$ cat src/rtl/synch_fifo_gen2_if.sv
// synch_fifo_gen2_if
// Handshake and status bundle for synch_fifo_gen2.
//   master : producer/consumer side; drives fifo_wren, fifo_wrdata, fifo_rden,
//            fifo_err_clr and observes data, flags, counts and error flags.
//   slave  : the FIFO itself (opposite directions).
// Counts are FIFO_PTR+1 bits wide so they can represent FIFO_DEPTH exactly.
interface synch_fifo_gen2_if #(
  parameter int FIFO_WIDTH = 32,
  parameter int FIFO_DEPTH = 16
);
  localparam int FIFO_PTR = $clog2(FIFO_DEPTH);

  logic                  fifo_wren;
  logic [FIFO_WIDTH-1:0] fifo_wrdata;
  logic                  fifo_rden;
  logic                  fifo_err_clr;
  logic [FIFO_WIDTH-1:0] fifo_rddata;
  logic                  fifo_rdvalid;
  logic                  fifo_full;
  logic                  fifo_empty;
  logic                  fifo_afull;
  logic                  fifo_aempty;
  logic [FIFO_PTR:0]     fifo_data_avail;
  logic [FIFO_PTR:0]     fifo_room_avail;
  logic                  fifo_ovf;
  logic                  fifo_udf;

  modport master (
    output fifo_wren, fifo_wrdata, fifo_rden, fifo_err_clr,
    input  fifo_rddata, fifo_rdvalid, fifo_full, fifo_empty, fifo_afull,
           fifo_aempty, fifo_data_avail, fifo_room_avail, fifo_ovf, fifo_udf
  );

  modport slave (
    input  fifo_wren, fifo_wrdata, fifo_rden, fifo_err_clr,
    output fifo_rddata, fifo_rdvalid, fifo_full, fifo_empty, fifo_afull,
           fifo_aempty, fifo_data_avail, fifo_room_avail, fifo_ovf, fifo_udf
  );
endinterface

$ cat src/rtl/synch_fifo_gen2.sv
// synch_fifo_gen2
// Single-clock FIFO with arbitrary depth, programmable almost-full/almost-empty
// thresholds, sticky overflow/underflow flags and a flop-array storage.
// Ports:
//   fifo_clk : clock, all logic on the rising edge
//   rst      : synchronous active-high reset (contents discarded, array kept)
//   fifo_if  : synch_fifo_gen2_if.slave bundle (write/read requests, data,
//              full/empty/afull/aempty flags, occupancy/room counts, ovf/udf)
// Build option:
//   SYNCH_FIFO_FWFT_EN defined   -> first-word-fall-through read port
//                                   (head word shown combinationally, rden pops)
//   SYNCH_FIFO_FWFT_EN undefined -> registered read port, data one cycle after
//                                   the accepting edge with a one-cycle rdvalid
module synch_fifo_gen2 #(
  parameter int FIFO_WIDTH = 32,
  parameter int FIFO_DEPTH = 16,
  parameter int AFULL_LVL  = FIFO_DEPTH - 2,
  parameter int AEMPTY_LVL = 2
) (
  input logic              fifo_clk,
  input logic              rst,
  synch_fifo_gen2_if.slave fifo_if
);
  localparam int FIFO_PTR = $clog2(FIFO_DEPTH);
  localparam int CNT_W    = FIFO_PTR + 1;

  localparam logic [FIFO_PTR-1:0] PTR_LAST  = FIFO_PTR'(FIFO_DEPTH - 1);
  localparam logic [FIFO_PTR-1:0] PTR_ZERO  = {FIFO_PTR{1'b0}};
  localparam logic [FIFO_PTR-1:0] PTR_ONE   = FIFO_PTR'(1);
  localparam logic [CNT_W-1:0]    CNT_ZERO  = {CNT_W{1'b0}};
  localparam logic [CNT_W-1:0]    CNT_ONE   = CNT_W'(1);
  localparam logic [CNT_W-1:0]    CNT_DEPTH = CNT_W'(FIFO_DEPTH);
  localparam logic [CNT_W-1:0]    CNT_AFULL = CNT_W'(AFULL_LVL);
  localparam logic [CNT_W-1:0]    CNT_AEMPT = CNT_W'(AEMPTY_LVL);

  // Depth need not be a power of two, so wrap on an explicit compare.
  function automatic logic [FIFO_PTR-1:0] ptr_inc(input logic [FIFO_PTR-1:0] p);
    if (p == PTR_LAST) begin
      return PTR_ZERO;
    end else begin
      return p + PTR_ONE;
    end
  endfunction

  logic [FIFO_WIDTH-1:0] mem_r [FIFO_DEPTH];
  logic [FIFO_PTR-1:0]   wr_ptr_r;
  logic [FIFO_PTR-1:0]   rd_ptr_r;
  logic [CNT_W-1:0]      count_r;
  logic [CNT_W-1:0]      room_r;
  logic                  empty_r;
  logic                  full_r;
  logic                  afull_r;
  logic                  aempty_r;
  logic                  ovf_r;
  logic                  udf_r;

  logic                  rd_acc_s;
  logic                  wr_acc_s;
  logic                  ovf_set_s;
  logic                  udf_set_s;
  logic [CNT_W-1:0]      count_nxt_s;

  // Acceptance decisions and next-state occupancy.
  // A full FIFO still takes a write when a read frees a slot on the same edge;
  // an empty FIFO never bypasses write data to the read side.
  always_comb begin
    rd_acc_s    = fifo_if.fifo_rden && !empty_r;
    wr_acc_s    = fifo_if.fifo_wren && (!full_r || rd_acc_s);
    ovf_set_s   = fifo_if.fifo_wren && !wr_acc_s;
    udf_set_s   = fifo_if.fifo_rden && !rd_acc_s;
    count_nxt_s = count_r;
    if (wr_acc_s && !rd_acc_s) begin
      count_nxt_s = count_r + CNT_ONE;
    end else if (rd_acc_s && !wr_acc_s) begin
      count_nxt_s = count_r - CNT_ONE;
    end else begin
      count_nxt_s = count_r;
    end
  end

  // Pointers, occupancy, registered status flags and sticky error flags.
  // Flags come from next-state occupancy so they are exact right after the edge.
  always_ff @(posedge fifo_clk) begin
    if (rst) begin
      wr_ptr_r <= PTR_ZERO;
      rd_ptr_r <= PTR_ZERO;
      count_r  <= CNT_ZERO;
      room_r   <= CNT_DEPTH;
      empty_r  <= 1'b1;
      full_r   <= 1'b0;
      afull_r  <= 1'b0;
      aempty_r <= 1'b1;
      ovf_r    <= 1'b0;
      udf_r    <= 1'b0;
    end else begin
      if (wr_acc_s) begin
        wr_ptr_r <= ptr_inc(wr_ptr_r);
      end else begin
        wr_ptr_r <= wr_ptr_r;
      end
      if (rd_acc_s) begin
        rd_ptr_r <= ptr_inc(rd_ptr_r);
      end else begin
        rd_ptr_r <= rd_ptr_r;
      end
      count_r  <= count_nxt_s;
      room_r   <= CNT_DEPTH - count_nxt_s;
      empty_r  <= (count_nxt_s == CNT_ZERO);
      full_r   <= (count_nxt_s == CNT_DEPTH);
      afull_r  <= (count_nxt_s >= CNT_AFULL);
      aempty_r <= (count_nxt_s <= CNT_AEMPT);
      // A new error event wins over a clear in the same cycle.
      if (ovf_set_s) begin
        ovf_r <= 1'b1;
      end else if (fifo_if.fifo_err_clr) begin
        ovf_r <= 1'b0;
      end else begin
        ovf_r <= ovf_r;
      end
      if (udf_set_s) begin
        udf_r <= 1'b1;
      end else if (fifo_if.fifo_err_clr) begin
        udf_r <= 1'b0;
      end else begin
        udf_r <= udf_r;
      end
    end
  end

  // Storage array: written only on accepted writes, intentionally never cleared.
  always_ff @(posedge fifo_clk) begin
    if (!rst && wr_acc_s) begin
      mem_r[wr_ptr_r] <= fifo_if.fifo_wrdata;
    end
  end

  assign fifo_if.fifo_full       = full_r;
  assign fifo_if.fifo_empty      = empty_r;
  assign fifo_if.fifo_afull      = afull_r;
  assign fifo_if.fifo_aempty     = aempty_r;
  assign fifo_if.fifo_data_avail = count_r;
  assign fifo_if.fifo_room_avail = room_r;
  assign fifo_if.fifo_ovf        = ovf_r;
  assign fifo_if.fifo_udf        = udf_r;

`ifdef SYNCH_FIFO_FWFT_EN
  // Head of queue is always presented; rden acts as the pop/acknowledge.
  assign fifo_if.fifo_rddata  = mem_r[rd_ptr_r];
  assign fifo_if.fifo_rdvalid = !empty_r;
`else
  logic [FIFO_WIDTH-1:0] rddata_r;
  logic                  rdvalid_r;

  // Registered read port: data captured on the accepting edge, held otherwise.
  always_ff @(posedge fifo_clk) begin
    if (rst) begin
      rddata_r  <= {FIFO_WIDTH{1'b0}};
      rdvalid_r <= 1'b0;
    end else begin
      rdvalid_r <= rd_acc_s;
      if (rd_acc_s) begin
        rddata_r <= mem_r[rd_ptr_r];
      end else begin
        rddata_r <= rddata_r;
      end
    end
  end

  assign fifo_if.fifo_rddata  = rddata_r;
  assign fifo_if.fifo_rdvalid = rdvalid_r;
`endif
endmodule

$ cat src/flat_wrapper.sv
// flat-port wrapper written by rule: the top's interface ports become plain ports
module synch_fifo_gen2_flat 
#(
  parameter int FIFO_WIDTH = 32,
  parameter int FIFO_DEPTH = 16,
  parameter int AFULL_LVL  = FIFO_DEPTH - 2,
  parameter int AEMPTY_LVL = 2
)
  (fifo_clk, rst, fifo_if_fifo_wren, fifo_if_fifo_wrdata, fifo_if_fifo_rden, fifo_if_fifo_err_clr, fifo_if_fifo_rddata, fifo_if_fifo_rdvalid, fifo_if_fifo_full, fifo_if_fifo_empty, fifo_if_fifo_afull, fifo_if_fifo_aempty, fifo_if_fifo_data_avail, fifo_if_fifo_room_avail, fifo_if_fifo_ovf, fifo_if_fifo_udf);
  synch_fifo_gen2_if #(.FIFO_WIDTH(FIFO_WIDTH), .FIFO_DEPTH(FIFO_DEPTH)) fifo_if_i ();
  input logic fifo_clk;
  input logic rst;
  input wire logic [$bits(fifo_if_i.fifo_wren)-1:0] fifo_if_fifo_wren;
  input wire logic [$bits(fifo_if_i.fifo_wrdata)-1:0] fifo_if_fifo_wrdata;
  input wire logic [$bits(fifo_if_i.fifo_rden)-1:0] fifo_if_fifo_rden;
  input wire logic [$bits(fifo_if_i.fifo_err_clr)-1:0] fifo_if_fifo_err_clr;
  output wire logic [$bits(fifo_if_i.fifo_rddata)-1:0] fifo_if_fifo_rddata;
  output wire logic [$bits(fifo_if_i.fifo_rdvalid)-1:0] fifo_if_fifo_rdvalid;
  output wire logic [$bits(fifo_if_i.fifo_full)-1:0] fifo_if_fifo_full;
  output wire logic [$bits(fifo_if_i.fifo_empty)-1:0] fifo_if_fifo_empty;
  output wire logic [$bits(fifo_if_i.fifo_afull)-1:0] fifo_if_fifo_afull;
  output wire logic [$bits(fifo_if_i.fifo_aempty)-1:0] fifo_if_fifo_aempty;
  output wire logic [$bits(fifo_if_i.fifo_data_avail)-1:0] fifo_if_fifo_data_avail;
  output wire logic [$bits(fifo_if_i.fifo_room_avail)-1:0] fifo_if_fifo_room_avail;
  output wire logic [$bits(fifo_if_i.fifo_ovf)-1:0] fifo_if_fifo_ovf;
  output wire logic [$bits(fifo_if_i.fifo_udf)-1:0] fifo_if_fifo_udf;
  assign fifo_if_i.fifo_wren = fifo_if_fifo_wren;
  assign fifo_if_i.fifo_wrdata = fifo_if_fifo_wrdata;
  assign fifo_if_i.fifo_rden = fifo_if_fifo_rden;
  assign fifo_if_i.fifo_err_clr = fifo_if_fifo_err_clr;
  assign fifo_if_fifo_rddata = fifo_if_i.fifo_rddata;
  assign fifo_if_fifo_rdvalid = fifo_if_i.fifo_rdvalid;
  assign fifo_if_fifo_full = fifo_if_i.fifo_full;
  assign fifo_if_fifo_empty = fifo_if_i.fifo_empty;
  assign fifo_if_fifo_afull = fifo_if_i.fifo_afull;
  assign fifo_if_fifo_aempty = fifo_if_i.fifo_aempty;
  assign fifo_if_fifo_data_avail = fifo_if_i.fifo_data_avail;
  assign fifo_if_fifo_room_avail = fifo_if_i.fifo_room_avail;
  assign fifo_if_fifo_ovf = fifo_if_i.fifo_ovf;
  assign fifo_if_fifo_udf = fifo_if_i.fifo_udf;
  synch_fifo_gen2 #(.FIFO_WIDTH(FIFO_WIDTH), .FIFO_DEPTH(FIFO_DEPTH), .AFULL_LVL(AFULL_LVL), .AEMPTY_LVL(AEMPTY_LVL)) u_core (.fifo_clk(fifo_clk), .rst(rst), .fifo_if(fifo_if_i));
endmodule
$ cat config.mk
export PLATFORM = sky130hd
export DESIGN_NAME = synch_fifo_gen2_flat
export DESIGN_NICKNAME = d
export VERILOG_FILES = /design/src/rtl/synch_fifo_gen2_if.sv /design/src/rtl/synch_fifo_gen2.sv /design/src/flat_wrapper.sv
export SDC_FILE = /design/constraint.sdc
export NUM_CORES = 1
export LEC_CHECK = 0
export CAP_MARGIN = 20
export CORE_MARGIN = 2
export CORE_UTILIZATION = 45
export CTS_CLUSTER_SIZE = 28
export DETAILED_ROUTE_END_ITERATION = 12
export PLACE_DENSITY = 0.7
export SETUP_SLACK_MARGIN = 0.02
export SYNTH_ARGS = -nofsm -noshare
export SYNTH_HDL_FRONTEND = slang
export SYNTH_SLANG_ARGS = --single-unit
$ cat constraint.sdc
create_clock -name fifo_clk -period 6.3 [get_ports fifo_clk]
set_clock_uncertainty 0.05 [all_clocks]
set_input_delay 1.26 -clock fifo_clk [delete_from_list [all_inputs] [get_ports fifo_clk]]
set_output_delay 1.26 -clock fifo_clk [all_outputs]
set_load 0.01 [all_outputs]
==> results of run 1 <==
## registers in the layout (all words and copies together), names as in the netlist, 4 cells and up
name,flops
u_core.wr_ptr_r,4
u_core.fifo_if.fifo_room_avail,5
u_core.rd_ptr_r,4
u_core.fifo_if.fifo_data_avail,4
u_core.fifo_if.fifo_rddata,32
u_core.mem_r,512
## cell families (layout without fill, tap and decap cells)
logic type | Yosys count | count (layout) | share of synthesized area [%]
adders and majority gates | 9 | 9 | 0.5198
muxes | 169 | 169 | 15.20
DFF | 568 | 568 | 76.15
AOI/OAI and AO/OA | 115 | 115 | 3.668
buffers and inverters | 67 | 216 | 1.721
xor gates and xnor gates | 7 | 7 | 0.2830
and+or+nand+nor | 103 | 103 | 2.455
## metal layers
metal  vias to the layer above  global-route usage [%]  part of all wire (%)
met5                         -                       0                     0
met4                         0                   4.495                   1.7
met3                        61                   3.740                   7.6
met2                       371                   27.81                    46
met1                      5564                   27.53                    44
li1                       4495                       -                     -
## cells in the mapped netlist (2+ instances only)
library cell / count / area [um2]
clkbuf_1: 17 / 63.81
o21ai_0: 6 / 30.03
nor2b_1: 29 / 181.4
nor3_1: 5 / 25.02
or4_1: 2 / 15.01
inv_1: 6 / 22.52
buf_2: 27 / 135.1
a211oi_1: 22 / 165.2
a21o_1: 9 / 67.56
mux4_2: 128 / 2883
nand2b_1: 5 / 31.28
nor2_1: 29 / 108.9
buf_8: 2 / 30.03
or3_1: 3 / 18.77
a21oi_1: 33 / 165.2
buf_1: 4 / 15.01
nand3_1: 4 / 20.02
buf_6: 3 / 33.78
nand4_1: 2 / 12.51
nor3b_1: 2 / 15.01
ha_1: 9 / 112.6
a22o_1: 24 / 210.2
buf_4: 7 / 52.55
a31oi_1: 2 / 12.51
nand2_1: 16 / 60.06
or2_2: 2 / 12.51
xor2_1: 3 / 26.28
mux2i_1: 41 / 410.4
edfxtp_1: 512 / 15370
dfxtp_1: 56 / 1121
o22ai_1: 10 / 62.56
xnor2_1: 4 / 35.03
## final cells by class
type | instances | area share [%]
inverter | 6 | 0.08934
clock buffer | 75 | 6.006
tap | 615 | 3.052
sequential | 568 | 65.49
multi-input combinational | 403 | 19.49
clock inverter | 25 | 1.171
timing repair buffer | 110 | 4.705
## report_power, final
part / internal [uW] / switching (uW)
Sequential: 4170 / 57.6
Combinational: 276 / 317
Clock: 1960 / 1340
Total: 6410 / 1710
## per-stage QoR
| stage | hold slack, ps | utilization [%] |
|---|---|---|
| final | 403.4 | 52.91 |
| after global routing | 418.8 | 52.91 |
| after CTS | 411.2 | 52.57 |
| after detailed placement | 397.5 | 48.77 |
| after global placement | 394.1 | 48.64 |
| after floorplan | 447.0 | - |
## final timing paths
path / from / to / slack [ps] / depth (start not counted)
setup reg to reg: u_core.rd_ptr_r[2] / u_core.fifo_if.fifo_rddata[9] / 2960 / 6
setup / recovery: fifo_if_fifo_rden / u_core.mem_r[15][19] / 2360 / 6
hold / removal: u_core.fifo_if.fifo_rddata[29] / u_core.fifo_if.fifo_rddata[29] / 400 / 1
hold reg to reg: u_core.fifo_if.fifo_rddata[29] / u_core.fifo_if.fifo_rddata[29] / 400 / 1
## worst max-delay path: cells and delay by family
family / cells / cell delay, ps
buffers and inverters: 1 / 550
and+or+nand+nor: 4 / 1890
AOI/OAI and AO/OA: 1 / 360
==> flow_summary.yaml, run 1 <==
sta:
  fmax_mhz: 253.5
  rsz0062_at_grt: "no"
  worst_slack_ps: 2356
  setup_violations: 0
  slew_viol_final: 0
  relSlewSlack_pct: 24.50
  tightest_slew_ps: 1132
  period_minus_slack_ps: 3944
  finalCritPeriodShare_pct: 62.61
  setup_tns_ps: 0
  hold_viol: 0
logic_synthesis:
  yosys_warnings: 0
  synthesis.nets: 1084
  ys_seq_area_share_pct: 76.15
  syn_inst: 1038
  yosysUniqueCellTypes: 46
  synthesis.area_um2: 21660
  async_flop_share_pct: 0
  synth_seq_cells: 568
  syn_area_per_cell_um2: 20.87
  yosys_most_used_dff: "edfxtp_1"
  synth_edf_count: 512
global_routing:
  grt_pass1_vias: 10520
  grt_pass1_wl_um: 67860
  grt-ovfl-total: 0
  antenna_found_initial: 0
  grt_util_all_layers_pct: 18.35
  grt_max_degree: 66
critical_path:
  crit_type: "in2reg"
  cp.required_ps: 6450
  max_stage_delay_ps: 910
  crit_chain: "clkdlybuf4s50_1, nand2b_1, a21boi_2, nor2b_1, nand2_1, nor2_4"
  slowest_stage: "nor2_4"
  endpoint_kind: "flip-flop"
  arrival_ps: 4100
  path_max_fanout: 32
  crit_path_start_kind: "input port"
cells_and_area:
  stdcell_area_um2: 25210
  antennaDiodeCount: 0
  regArea_um2: 16510
  layout-drive-gt1-share_pct: 21.48
  final_cell_mix: "edfxtp_1 (512), mux4_2 (128), clkdlybuf4s50_1 (85)"
  area_growth_pct: 16.38
  n_fill_cell: 3618
  multi_input_area_um2: 4913
  nets: 1190
  fin_cells: 1802
  layout_commonest_cell: "edfxtp_1"
cts:
  cts_htree_levels: 2
  cts_sinks: 568
  cts_setup_buffers: 0
  cts_buffer_depth: 3
  cts_root_buffer: "clkbuf_16"
  insertion_delay_ps: 590
  cts_hold_buf: 0
  cts_tree: "built"
  post_cts_resized: 0
  numCtsBuffers: 55
  clk_pin_slew_worst_paths_ps: 60
detailed_routing:
  drc: 0
  drt-pass1-iter-count: 11
  wl_per_cell_um: 25.15
  routed_wl_um: 45320
  drt_iter0_markers: 1060
  route.vias.total: 10490
  via_per_inst: 5.822
  ant_nets: 0
placement:
  post-place-ws_ps: 1771
  hpwl_um: 25550
  port_buffers: 85
  place_congestion: 0.7578
  dpl_cell_area_um2: 23240
  dp_cells: 1695
power_and_ir_drop:
  p_leak_uw: 0.007773
  peakVddDrop_v: 0.0001979
  power.density_nw_per_um2: 322.0
  total_power_uw: 8118
floorplanning:
  dieArea_um2: 49910
  fp.dieH_um: 223.4
  rows: 80
  core_area_um2: 47650
  ios: 86
  start_util_pct: 45.46
  die_x_um: 223.4
worst_hold_path:
  min_path_type: "reg2reg"
run_status:
  status: "completed"
job:
  drv_cap: 0
(Power assumes the default switching activity.)
==> run 2: changes to the inputs <==
Settings changed: PLACE_DENSITY 0.7 to 0.72.
Clock period 6.3 ns to 3.4 ns, I/O delays scaled along.
==> flow_summary.yaml, run 2 (same netlist as run 1, synthesis figures left out) <==
job:
  drv_cap: 0
worst_hold_path:
  timing.hold.worst_path_depth: 1
  min_to: "u_core.fifo_if.fifo_rddata[19]"
  min_path_type: "reg2reg"
  min_from: "u_core.fifo_if.fifo_rddata[19]"
global_routing:
  grt_max_degree: 51
  grt_util_all_layers_pct: 18.86
  grt_pass1_vias: 10710
  top_usage_layer: "met2"
  use_met2_pct: 30.87
  met1_usage_pct: 26.16
  grt_pass1_wl_um: 69280
  grt-ovfl-total: 0
  antenna_found_initial: 1
  groute.layer.met3.usage_pct: 3.253
power_and_ir_drop:
  power.density_nw_per_um2: 601.6
  p_leak_uw: 0.007971
  total_power_uw: 15440
  peakVddDrop_v: 0.0003943
critical_path:
  cp_top_family: "simple AND/OR/NAND/NOR gates"
  crit_chain: "inv_1, ha_1, or4_1, nand3_1, and3_1, ha_1, or2_2"
  crit_path_start_kind: "flip-flop"
  cp.required_ps: 3850
  crit_buf_inv: 1
  r2r_end: "u_core.fifo_if.fifo_room_avail[4]"
  endpoint_kind: "flip-flop"
  worstReg2RegStart: "u_core.fifo_if.fifo_room_avail[0]"
  arrival_ps: 3040
  ff2ff_path_depth: 7
  crit_type: "reg2reg"
  cp_common_cell: "ha_1"
  slowest_stage: "or4_1"
  rrSetupSlack_ps: 810
  path_max_fanout: 8
  max_stage_delay_ps: 530
detailed_routing:
  via_per_inst: 5.680
  wl_per_cell_um: 25.25
  drt_iter0_markers: 845
  route.vias.total: 10410
  drt-pass1-iter-count: 5
  ant_nets: 0
  routed_wl_um: 46290
  drc: 0
cells_and_area:
  layout_commonest_cell: "edfxtp_1"
  layout-drive-gt1-share_pct: 24.16
  largest-register: "u_core.mem_r"
  stdcell_area_um2: 25670
  n_fill_cell: 3576
  nets: 1216
  area_growth_pct: 18.51
  largest_reg_flops: 512
  final_cell_mix: "edfxtp_1 (512), mux4_2 (128), clkdlybuf4s50_1 (85)"
sta:
  setup_tns_ps: 0
  relSlewSlack_pct: 46.05
  whs_ps: 402.7
  period_minus_slack_ps: 2592
  setup_violations: 0
  slew_viol_final: 0
  rsz0062_at_grt: "no"
  tightest_slew_ps: 809.2
  finalCritPeriodShare_pct: 76.23
  fmax_mhz: 385.8
  hold_viol: 0
cts:
  cts_sinks: 568
  cts_root_buffer: "clkbuf_16"
  cts_hold_buf: 0
  post_cts_resized: 0
  numCtsBuffers: 56
  cts_setup_buffers: 0
  clk_pin_slew_worst_paths_ps: 60
  cts_tree: "built"
  insertion_delay_ps: 620
  cts_buffer_depth: 3
  cts_htree_levels: 2
placement:
  dpl_cell_area_um2: 23690
  place_congestion: 0.8053
  port_buffers: 85
  hpwl_um: 28030
floorplanning:
  dieArea_um2: 49910
  fp.dieH_um: 223.4
  core_area_um2: 47650
  start_util_pct: 45.46
  rows: 80
  ios: 86
  die_x_um: 223.4
run_status:
  status: "completed"
[run 2: cell count changes in the layout (fill, tap and decap cells not counted), moves of 3 or more]
cell,change
buf_4,+17
buf_12,+11
clkbuf_1,-9
nor3_2,-4
nor3_4,+4
buf_16,-3
clkinvlp_4,+3
[run 2: how the worst max path moves through the flow]
stage	cells after the start	startpoint	to	slack (ps)
global placement	8	fifo_if_fifo_rden	u_core.fifo_if.fifo_room_avail[4]	250
global route	7	u_core.fifo_if.fifo_room_avail[0]	u_core.fifo_if.fifo_room_avail[4]	640
finish	7	u_core.fifo_if.fifo_room_avail[0]	u_core.fifo_if.fifo_room_avail[4]	810
CTS	7	u_core.fifo_if.fifo_room_avail[0]	u_core.fifo_if.fifo_room_avail[4]	800
detailed placement	8	fifo_if_fifo_rden	u_core.fifo_if.fifo_room_avail[4]	270
floorplan	6	fifo_if_fifo_rden	u_core.mem_r[12][0]	40
[run 2: layer usage]
metal  share of wire [%]  vias up
li1                    -     4546
met1                  43     5496
met2                  50      320
met3                 5.2       49
met4                 1.9        0
met5                   0        -
[run 2: through the flow]
step | utilization, % | std cells | setup WS (ps)
3_3_place_gp | 49.72 | 1727 | 253.6
6_report | 53.88 | 1833 | 808.0
2_1_floorplan | - | 1038 | 40.68
5_1_grt | 53.87 | 1832 | 645.0
3_5_place_dp | 49.72 | 1727 | 272.3
4_1_cts | 53.87 | 1832 | 801.9
[run 2: area by class of cell]
cell class | count | area [um2] | share of cell area, %
Multi-Input combinational cell | 403 | 4938 | 19.24
Inverter | 6 | 22.52 | 0.08773
Timing Repair Buffer | 135 | 1451 | 5.654
Clock inverter | 37 | 470.5 | 1.833
Clock buffer | 68 | 1508 | 5.873
Tap cell | 615 | 769.5 | 2.998
Sequential cell | 568 | 16510 | 64.31
Antenna cell | 1 | 2.502 | 0.009748
[run 2: report_power, final]
group / total (uW) / switching (uW) / leakage (uW) / internal (uW)
Clock: 6510 / 2640 / 0.000953 / 3870
Sequential: 7840 / 115 / 0.00507 / 7730
Combinational: 1100 / 566 / 0.00195 / 531
==> run 3: changes to the inputs <==
Clock period 3.4 ns to 2.3 ns, I/O delays scaled along.
==> flow_summary.yaml, run 3 (same netlist as run 1, synthesis figures left out) <==
cells_and_area:
  layout_commonest_cell: "edfxtp_1"
  largest_reg_flops: 512
  antennaDiodeCount: 0
  fin_util_pct: 54.65
  nets: 1263
  stdcell_area_um2: 26040
  area_growth_pct: 20.21
  largest-register: "u_core.mem_r"
  n_fill_cell: 3538
  final_cell_mix: "edfxtp_1 (512), mux4_2 (128), clkdlybuf4s50_1 (85)"
  layout-drive-gt1-share_pct: 27.38
  fin_cells: 1875
cts:
  clk_pin_slew_worst_paths_ps: 60
  cts_root_buffer: "clkbuf_16"
  numCtsBuffers: 55
  cts_buffer_depth: 3
  cts_tree: "built"
  cts_htree_levels: 2
  cts_sinks: 568
  insertion_delay_ps: 600
  cts_hold_buf: 0
critical_path:
  crit_type: "reg2out"
  ff2ff_path_depth: 7
  crit_chain: "clkdlybuf4s50_1"
  slowest_stage: "clkdlybuf4s50_1"
  path_max_fanout: 6
  cp.required_ps: 1790
  cp_top_family: "buffers and inverters"
  endpoint_kind: "output port"
  crit_buf_inv: 1
  arrival_ps: 1680
  max_stage_delay_ps: 600
  crit_path_start_kind: "flip-flop"
  critical_path_depth: 1
placement:
  hpwl_um: 28510
  port_buffers: 85
  place_congestion: 0.7898
  post-place-ws_ps: -438.7
  dp_cells: 1774
  dpl_cell_area_um2: 24220
global_routing:
  groute.layer.met3.usage_pct: 4.596
  use_met2_pct: 29.67
  grt_pass1_vias: 10910
  grt_pass1_wl_um: 69370
  grt_util_all_layers_pct: 18.72
  grt_max_degree: 40
  met1_usage_pct: 26.60
  grt-ovfl-total: 0
  top_usage_layer: "met2"
  antenna_found_initial: 1
power_and_ir_drop:
  p_leak_uw: 0.008219
  peakVddDrop_v: 0.0005853
  power_switching_share_pct: 21.42
  power_frac_comb_pct: 8.5
  pwr-share-clk_pct: 39.4
  p_seq_share_pct: 52.1
  power.density_nw_per_um2: 849.1
  p_switching_uw: 4737
  internal_power_uw: 17370
detailed_routing:
  route.vias.total: 10640
  wl_per_cell_um: 24.45
  drt_iter0_markers: 927
  drt-pass1-iter-count: 5
  routed_wl_um: 45840
  via_per_inst: 5.674
  ant_nets: 0
  drc: 0
run_status:
  status: "completed"
sta:
  period_minus_slack_ps: 2191
  setup_violations: 0
  fmax_mhz: 456.3
  relSlewSlack_pct: 52.36
  tightest_slew_ps: 712.3
  slew_viol_final: 0
  whs_ps: 400.2
  rsz0062_at_grt: "no"
  worst_slack_ps: 108.5
  hold_viol: 0
  finalCritPeriodShare_pct: 95.28
floorplanning:
  rows: 80
  ios: 86
  dieArea_um2: 49910
  die_x_um: 223.4
  start_util_pct: 45.46
  fp.dieH_um: 223.4
  core_area_um2: 47650
worst_hold_path:
  min_path_type: "reg2reg"
  timing.hold.worst_path_depth: 1
job:
  drv_cap: 0
==> run 3: cell count changes in the layout (fill, tap and decap cells not counted), sizes merged <==
cell | before | now
inv | 9 | 8
clkbuf | 68 | 66
diode | 1 | 0
clkinv | 20 | 22
buf | 50 | 98
bufinv | 9 | 5
==> run 3: final timing paths <==
path              slack (ps)                      startpoint                             end
setup / recovery         110        u_core.fifo_if.fifo_full               fifo_if_fifo_full
hold / removal           400  u_core.fifo_if.fifo_rddata[19]  u_core.fifo_if.fifo_rddata[19]
setup reg to reg         120              u_core.rd_ptr_r[1]  u_core.fifo_if.fifo_rddata[28]
hold reg to reg          400  u_core.fifo_if.fifo_rddata[19]  u_core.fifo_if.fifo_rddata[19]
==> run 3: power by group through the flow <==
stage	sequential, uW	combinational [uW]	clock, uW
global route	11500	2020	9310
finish	11500	1870	8720
global placement	11700	1830	0
detailed placement	11700	1860	0
floorplan	11800	955	0
CTS	11500	1870	8900
==> run 3: what timing repair did <==
item | CTS | global route
resized for setup | 0 | 9
setup buffers | 0 | 0
setup endpoints to repair | 0 | 7
==> run 3: cell type report <==
class,instances,area [um2],area share (%)
Multi-Input combinational cell,403,5022,19.29
Inverter,6,22.52,0.08649
Tap cell,615,769.5,2.955
Clock inverter,34,314.1,1.206
Timing Repair Buffer,183,1959,7.525
Sequential cell,568,16510,63.42
Clock buffer,66,1439,5.526
==> run 3: stage by stage <==
stage	power (uW)	setup TNS, ps
floorplan	12730	-33280
global placement	13560	-159360
detailed placement	13600	-167790
CTS	22300	0
global route	22870	0
finish	22110	0
==> run 3: routing by layer <==
layer / routed length [um] / vias up
met4: 727 / 0
li1: - / 4661
met3: 3425 / 59
met1: 19580 / 5548
met2: 22110 / 370
met5: 0 / -
